===== config.mk =====
export PLATFORM = sky130hd
export DESIGN_NAME = jt900h_useq
export DESIGN_NICKNAME = d
export VERILOG_FILES = /design/src/rtl/jt900h_useq_pkg.sv /design/src/rtl/jt900h_ustack.sv /design/src/rtl/jt900h_useq.sv
export SDC_FILE = /design/constraint.sdc
export NUM_CORES = 1
export LEC_CHECK = 0
export BUFFER_PORTS_ARGS = -buffer_cell sky130_fd_sc_hd__buf_2
export CORE_ASPECT_RATIO = 2
export CORE_UTILIZATION = 60
export DETAILED_ROUTE_END_ITERATION = 6
export PLACE_DENSITY = 0.83
export SYNTH_ARGS = -nofsm -noshare
export SYNTH_HDL_FRONTEND = slang
export SYNTH_SLANG_ARGS = --single-unit

===== constraint.sdc =====
create_clock -name clk -period 7.5 [get_ports clk]
set_input_delay 1.5 -clock clk [delete_from_list [all_inputs] [get_ports clk]]
set_output_delay 1.5 -clock clk [all_outputs]
set_load 0.01 [all_outputs]

===== src/rtl/jt900h_useq_pkg.sv =====
// Shared 900h parameter package: sequencer command encodings and flag bit indices.
package jt900h_useq_pkg;

  localparam int unsigned CMD_W = 3;

  typedef enum logic [CMD_W-1:0] {
    CMD_NEXT = 3'd0,
    CMD_JSR  = 3'd1,
    CMD_RET  = 3'd2,
    CMD_NI   = 3'd3,
    CMD_JMP  = 3'd4,
    CMD_LSET = 3'd5,
    CMD_LOOP = 3'd6,
    CMD_RSV  = 3'd7   // reserved, behaves as NEXT
  } cmd_e;

  // Flag register bit positions
  localparam int unsigned FLAG_S = 7;
  localparam int unsigned FLAG_Z = 6;
  localparam int unsigned FLAG_H = 4;
  localparam int unsigned FLAG_V = 2;
  localparam int unsigned FLAG_N = 1;
  localparam int unsigned FLAG_C = 0;

endpackage


===== src/rtl/jt900h_ustack.sv =====
// Microcode return stack.
//   clk/rst : clock, synchronous active-high reset (clears occupancy only)
//   push/pop: single-cycle requests (never together); clr empties the stack
//   din     : value pushed;  top: most recent entry (valid only when !empty)
//   full/empty/sp : occupancy status
module jt900h_ustack #(
  parameter int unsigned DW    = 14,
  parameter int unsigned DEPTH = 4
) (
  input  logic                           clk,
  input  logic                           rst,
  input  logic                           push,
  input  logic                           pop,
  input  logic                           clr,
  input  logic [DW-1:0]                  din,
  output logic                           full,
  output logic                           empty,
  output logic [DW-1:0]                  top,
  output logic [$clog2(DEPTH+1)-1:0]     sp
);

  localparam int unsigned SPW   = $clog2(DEPTH + 1);
  localparam int unsigned AW    = (DEPTH > 1) ? $clog2(DEPTH) : 1;
  localparam int unsigned NSLOT = 1 << AW;

  logic [DW-1:0]  mem_q [NSLOT];
  logic [DW-1:0]  mem_d [NSLOT];
  logic [SPW-1:0] sp_q, sp_d;
  logic [AW-1:0]  wr_idx, top_idx;

  assign full    = (sp_q == SPW'(DEPTH));
  assign empty   = (sp_q == '0);
  assign sp      = sp_q;
  assign wr_idx  = AW'(sp_q);
  assign top_idx = AW'(sp_q - SPW'(1));
  assign top     = mem_q[top_idx];

  // Next occupancy and entry contents
  always_comb begin
    mem_d = mem_q;
    sp_d  = sp_q;
    if (clr) begin
      sp_d = '0;
    end else if (push && !full) begin
      mem_d[wr_idx] = din;
      sp_d          = sp_q + SPW'(1);
    end else if (pop && !empty) begin
      sp_d = sp_q - SPW'(1);
    end
  end

  // Entries carry no reset; only occupancy is cleared
  always_ff @(posedge clk) begin
    if (rst) sp_q <= '0;
    else     sp_q <= sp_d;
    mem_q <= mem_d;
  end

endmodule


===== src/rtl/jt900h_useq.sv =====
// 900H microcode sequencer: next-address selection, condition decode,
// return stack and a single hardware loop counter.
//   cen/stall : a cycle advances only when cen=1 and stall=0
//   cmd/cond/tgt/grp/md/flags/lcnt : microword command and operands
//   uaddr : registered microcode address;  cc : condition result (combinational)
//   sp    : return-stack occupancy;        err : sticky stack over/underflow
module jt900h_useq
  import jt900h_useq_pkg::*;
#(
  parameter int unsigned     UAW    = 14,
  parameter int unsigned     DEPTH  = 4,
  parameter int unsigned     LCW    = 8,
  parameter logic [UAW-1:0]  RST_UA = {UAW{1'b1}}
) (
  input  logic                         clk,
  input  logic                         rst,
  input  logic                         cen,
  input  logic                         stall,
  input  logic [2:0]                   cmd,
  input  logic                         cond,
  input  logic [UAW-1:0]               tgt,
  input  logic [1:0]                   grp,
  input  logic [7:0]                   md,
  input  logic [7:0]                   flags,
  input  logic [LCW-1:0]               lcnt,
  output logic [UAW-1:0]               uaddr,
  output logic                         cc,
  output logic [$clog2(DEPTH+1)-1:0]   sp,
  output logic                         err
);

  logic [UAW-1:0] uaddr_q, uaddr_d;
  logic [UAW-1:0] lstart_q, lstart_d;
  logic [LCW-1:0] cnt_q, cnt_d;
  logic           err_q, err_d;

  logic           push, pop, clr, full, empty;
  logic [UAW-1:0] top, inc;
  logic [13:0]    ni_ua;
  logic           adv, take, base;
  logic           fs, fz, fv, fc;
  logic           unused_flags;

  assign fs = flags[FLAG_S];
  assign fz = flags[FLAG_Z];
  assign fv = flags[FLAG_V];
  assign fc = flags[FLAG_C];
  assign unused_flags = ^{flags[FLAG_H], flags[FLAG_N], flags[5], flags[3]};

  // Codes 8..15 are the complements of 0..7 (8 = ~F = T)
  always_comb begin
    base = 1'b0;
    case (md[2:0])
      3'd0: base = 1'b0;
      3'd1: base = fs ^ fv;
      3'd2: base = fz | (fs ^ fv);
      3'd3: base = fz | fc;
      3'd4: base = fv;
      3'd5: base = fs;
      3'd6: base = fz;
      3'd7: base = fc;
      default: base = 1'b0;
    endcase
    cc = base ^ md[3];
  end

  assign adv   = cen & ~stall;
  assign take  = ~cond | cc;
  assign inc   = uaddr_q + UAW'(1);
  assign ni_ua = {grp, md, 4'd0};

  // Next-address and loop/stack control
  always_comb begin
    uaddr_d  = uaddr_q;
    lstart_d = lstart_q;
    cnt_d    = cnt_q;
    err_d    = err_q;
    push     = 1'b0;
    pop      = 1'b0;
    clr      = 1'b0;
    if (adv) begin
      case (cmd_e'(cmd))
        CMD_JSR: begin
          if (!take) begin
            uaddr_d = inc;
          end else if (full) begin
            uaddr_d = inc;
            err_d   = 1'b1;
          end else begin
            push    = 1'b1;
            uaddr_d = tgt;
          end
        end
        CMD_RET: begin
          if (empty) begin
            uaddr_d = inc;
            err_d   = 1'b1;
          end else begin
            pop     = 1'b1;
            uaddr_d = top;
          end
        end
        CMD_NI: begin
          uaddr_d = UAW'(ni_ua);
          clr     = 1'b1;
          cnt_d   = '0;
        end
        CMD_JMP:  uaddr_d = take ? tgt : inc;
        CMD_LSET: begin
          cnt_d    = lcnt;
          lstart_d = inc;
          uaddr_d  = inc;
        end
        CMD_LOOP: begin
          if (cnt_q > LCW'(1)) begin
            cnt_d   = cnt_q - LCW'(1);
            uaddr_d = lstart_q;
          end else begin
            cnt_d   = '0;
            uaddr_d = inc;
          end
        end
        default: uaddr_d = inc;
      endcase
    end
  end

  always_ff @(posedge clk) begin
    if (rst) begin
      uaddr_q  <= RST_UA;
      lstart_q <= '0;
      cnt_q    <= '0;
      err_q    <= 1'b0;
    end else begin
      uaddr_q  <= uaddr_d;
      lstart_q <= lstart_d;
      cnt_q    <= cnt_d;
      err_q    <= err_d;
    end
  end

  jt900h_ustack #(
    .DW    (UAW),
    .DEPTH (DEPTH)
  ) u_stack (
    .clk   (clk),
    .rst   (rst),
    .push  (push),
    .pop   (pop),
    .clr   (clr),
    .din   (inc),
    .full  (full),
    .empty (empty),
    .top   (top),
    .sp    (sp)
  );

  assign uaddr = uaddr_q;
  assign err   = err_q;

endmodule


== Word-level counts from Yosys, hierarchy flattened ==
Index checks and enable logic that the tools add are counted.
Widths: inputs -> output; s select.
Word-level totals
  flip-flop bits (word level): 96
  output and inout bits: 19
  bits of input ports: 48
Cells by class
  add/sub/neg operators: 4
  equality and inequality tests: 17
  reduce and logical (&&, ||, !) cells: 15
  muxes and demuxes: 30
  bitwise operators: 11
  magnitude comparators: 4
Operator list (count)
  $mux 14: 8
  $pmux 14 s5: 1
  $bwmux 56: 1
  $bmux 14 s2: 1
  $demux 14 s2: 1
  $eq 3x3->1 const B: 8
  $pmux 8 s3: 1
  $add 14x1->14 const B: 1
  $eq 3x2->1 const B: 4
  $mux 1: 12
  $gt 8x1->1 const B: 1
  $mux 8: 1
  $pmux 1 s8: 1
  $sub 8x1->8 const B: 1
  $eq 3x1->1 const B: 2
  $ge 3x3->1 const B: 2
  $logic_not 3->1: 2
  $mux 3: 2
  $not 2->3: 2
  $reduce_and 2->1: 3
  $reduce_and 5->1: 1
  $ne 2x1->1 const B: 2
  $reduce_bool 2->1: 2
  $add 3x1->3 const B: 1
  other kinds (12): 20

== Longest topological paths before layout ==
  word-level depth: 10
  depth in mapped cells: 13

== Cells and area by module ==
From an unflattened synthesis, not the netlist that was laid out.
Unflattened totals
  cells, all modules: 453
  area total of the unflattened synthesis: 4911.0 µm²
By module, submodules not included
  jt900h_useq: cells each 345, sequential area each 740.7 µm², times used 1, area an instance 2578.7 µm²
  jt900h_ustack: cells each 108, sequential area each 1741.7 µm², times used 1, area an instance 2332.2 µm²

== Worst setup path after synthesis ==
OpenSTA, ideal clock, no wires.
  kind: input-to-output
  start: input flags[2]
  end: output cc
  required time: 6.000 ns
  setup slack: 3.298 ns
  stages on the path: 5
  arrival: 2.702 ns
  cell sequence: and3b_1 > o21a_1 > or4_4 > and2_2 > inv_1
On the way
  word-level cells in the longest chain between the ends: 4
RTL lines
  start, declared: line jt900h_useq.sv:24  | input logic [7:0] flags,
  $xor 1x1->1: line jt900h_useq.sv:55, jt900h_useq.sv:56
  $or 1x1->1: line jt900h_useq.sv:56  | 3'd2: base = fz | (fs ^ fv);
  $pmux 1 s8 *: line jt900h_useq.sv:53  | case (md[2:0])
  $xor 1x1->1 *: line jt900h_useq.sv:64  | cc = base ^ md[3];
  end, declared: line jt900h_useq.sv:27  | output logic cc,
Every way passes the cells marked *; elsewhere a longest branch is shown, timed or not.

== Worst setup path in the final report ==
  start: input md[2]
  end: output cc
On the way
  word-level cells in the longest chain between the ends: 3
RTL lines
  start, declared: line jt900h_useq.sv:23  | input logic [7:0] md,
  $eq 3x3->1 (tied with other cells): line jt900h_useq.sv:53
  $pmux 1 s8 *: line jt900h_useq.sv:53
  $xor 1x1->1 *: line jt900h_useq.sv:64
Marked as above.

==> results.py <==
metrics = {
    "logic_synthesis": {
        "synth_area_sq_um": 4933,
        "syn_area_per_cell_sq_um": 10.41,
        "async_flop_share": 0,
        "syn_inst": 474,
        "yosys_register_bits": 96,
        "yosys-top-cells-area": "edfxtp_1, dfxtp_1, mux4_2",
        "yosys.area.top_type_share": 0.3409,
        "synth_nets": 531,
        "yosysWarnings": 0,
        "ys.flop_type": "edfxtp_1",
        "synth_edf_count": 56,
        "ys_seq_area_frac": 0.5032,
        "synth_cell_types": 64,
        "synth_largest_area_cell": "edfxtp_1",
    },
    "timing": {
        "period_minus_slack_ns": 4.683,
        "setup_violations": 0,
        "fin_crit_sh": 0.6244,
        "max_freq_ghz": 0.2136,
        "finalClockSkew_ns": 0.009008,
        "setup_ws_ns": 2.817,
        "rsz0062_at_grt": "false",
        "holdWs_ns": 0.4629,
        "fin_tns_setup_ns": 0,
        "slew_violations": 0,
        "hold_viol_final": 0,
        "worst_pin_slew_ns": 1.144,
        "max_slew_margin": 0.2333,
    },
    "placement": {
        "place_inst": 617,
        "portBuffers": 62,
        "place_ws_ns": 2.839,
        "gp_congestion": 0.8990,
        "dpl.hpwl_um": 9478,
    },
    "cts": {
        "htreeDepth": 3,
        "cts_tree": "yes",
        "cts.sinks": 96,
        "cts_hold_buf": 0,
        "cts_buffers": 9,
        "cts-root-buf": "clkbuf_16",
        "clkSlewWorstSetupHoldPaths_ns": 0.07,
        "post_cts_resized": 0,
        "post_cts_buffers": 0,
        "clockBufferDepth": 2,
        "clk_latency_ns": 0.34,
    },
    "global_route": {
        "grt_pass1_vias": 4186,
        "grt_max_degree": 35,
        "antenna_found_initial": 0,
        "grt-ovfl-total": 0,
        "grt_pass1_wl_um": 20020,
        "track_usage": 0.3205,
    },
    "layout": {
        "utilization": 0.7127,
        "layout_common_cells": "buf_2, nor2_1, edfxtp_1",
        "seq_area_sq_um": 2482,
        "layout_commonest_cell": "buf_2",
        "stdcell_count": 633,
        "drive_above_1_share": 0.2179,
        "fillCellCount": 601,
        "antenna_cells": 0,
        "syn_to_final_growth_pct": 14.73,
        "nets": 589,
        "multi_input_area_sq_um": 2308,
    },
    "worst_setup_path": {
        "arrival_ns": 3.18,
        "cp_top_family": "simple AND/OR/NAND/NOR gates",
        "cpPeakStageDelay_ns": 0.53,
        "cpMostUsedCell": "buf_2",
        "crit_fanout": 5,
        "worst_setup_path_start_kind": "input port",
        "cpMaxStageDelayCell": "or4_4",
        "cp_data_required_time_ns": 6.00,
        "worst_setup_path_end_kind": "primary output",
        "cp_num_buf_inv": 3,
        "cp-startpoint": "md[2]",
        "path_cells": "buf_2, and3b_1, o21a_1, or4_4, and2_2, inv_1, buf_2",
        "regToRegStartpoint": "u_stack.sp[0]",
        "worstSetupPathType": "in -> out",
    },
    "routing": {
        "drt-initial-drc-count": 356,
        "vias": 4131,
        "first_pass_iters": 6,
        "ant_nets": 0,
        "routed_wl_um": 12970,
        "viasPerCell": 6.526,
        "wl_per_cell_um": 20.48,
        "drc": 0,
    },
    "die": {
        "die_area_sq_um": 8611,
        "floorplan.initialDensity": 0.6211,
        "rows": 46,
        "core_area_sq_um": 7943,
        "num_io_pins": 67,
        "die_w_um": 66.12,
        "die_y_um": 130.2,
    },
    "job": {
        "max-cap-violations": 0,
    },
    "pwr": {
        "power_density_nw_per_um2": 225.6,
        "vdd_drop_max_mv": 0.2036,
        "leakagePower_uw": 0.002070,
    },
    "status": {
        "status": "completed",
    },
    "worst_hold_path": {
        "hold_start": "lstart_q[1]",
        "hp-class": "reg -> reg",
    },
}
metal layers:
metal  wire length (um)  part of all wire  vias to the layer above  global-route usage
met3                804             0.062                       62             0.05420
met1               4401              0.34                     1963              0.3216
met5                  0                 0                        -                   0
met4                915             0.071                        0              0.2591
met2               6846              0.53                      194              0.5624
li1                   -                 -                     1912                   -
cells by family (layout without fill, tap and decap cells):
family | Yosys count | after routing | share of synthesized area
buf+inv | 41 | 104 | 0.03297
flops | 96 | 96 | 0.5032
simple gates | 168 | 168 | 0.1631
xor+xnor | 13 | 13 | 0.02308
mux | 20 | 20 | 0.07634
compound gates | 127 | 127 | 0.1785
fa+ha+maj | 9 | 9 | 0.02283
tightest hold or removal path, stage by stage (launching register included):
cell and delay, ns:
dfxtp_1 0.31, nand2_1 0.05, a21oi_1 0.05
synthesized netlist by cell type, types with 3 or more instances:
cell      number
a21oi_1       32
a31oi_1        7
o31ai_1        3
inv_1         16
o211ai_1       3
nor3_1        25
edfxtp_1      56
a221oi_1       8
mux4_2        14
nand4_1        3
o22ai_1        3
xor2_1         4
a221o_1        8
nand3_1        7
a211oi_1       7
o21ai_0       18
nor2_1        58
nand2_1       38
ha_1           9
clkbuf_1      18
dfxtp_1       40
nand2b_1      14
a22oi_1       10
and2_1         3
a32o_1         3
mux2i_1        5
xnor2_1        9
a21o_1         4
buf_2          4
area by class of cell:
type,instances,share of cell area
Sequential cell,96,0.4385
Multi-Input combinational cell,337,0.4078
Timing Repair Buffer,72,0.06808
Clock buffer,9,0.03979
Tap cell,96,0.02122
Clock inverter,7,0.01393
Inverter,16,0.01061
stage by stage:
| step | power (uW) | area, sq um |
|---|---|---|
| 2_1_floorplan | 752.0 | 4933 |
| 3_3_place_gp | 816.6 | 5356 |
| 3_5_place_dp | 826.1 | 5356 |
| 4_1_cts | 1279 | 5660 |
| 5_1_grt | 1322 | 5660 |
| 6_report | 1277 | 5660 |
state kept, by name, indices dropped and copies added (netlist names):
| signal | count |
|---|---|
| lstart_q | 14 |
| u_stack.sp | 3 |
| cnt_q | 8 |
| uaddr | 14 |
| u_stack.mem_q | 56 |
| err | 1 |
power breakdown:
| group | internal (uW) | switching [uW] | total [uW] |
|---|---|---|---|
| clock | 262 | 195 | 457 |
| combinational | 74.5 | 138 | 213 |
| sequential | 593 | 14.7 | 607 |
| total | 929 | 348 | 1280 |
path summary, 6_finish.rpt:
check,to,slack (ns),cells past startpoint
worst max-delay path,cc,2.82,7
worst min-delay path,lstart_q[1],0.46,2
worst max register to register,u_stack.mem_q[35],4.22,8
worst min register to register,lstart_q[1],0.46,2
Power figures use the tool's default switching activity.
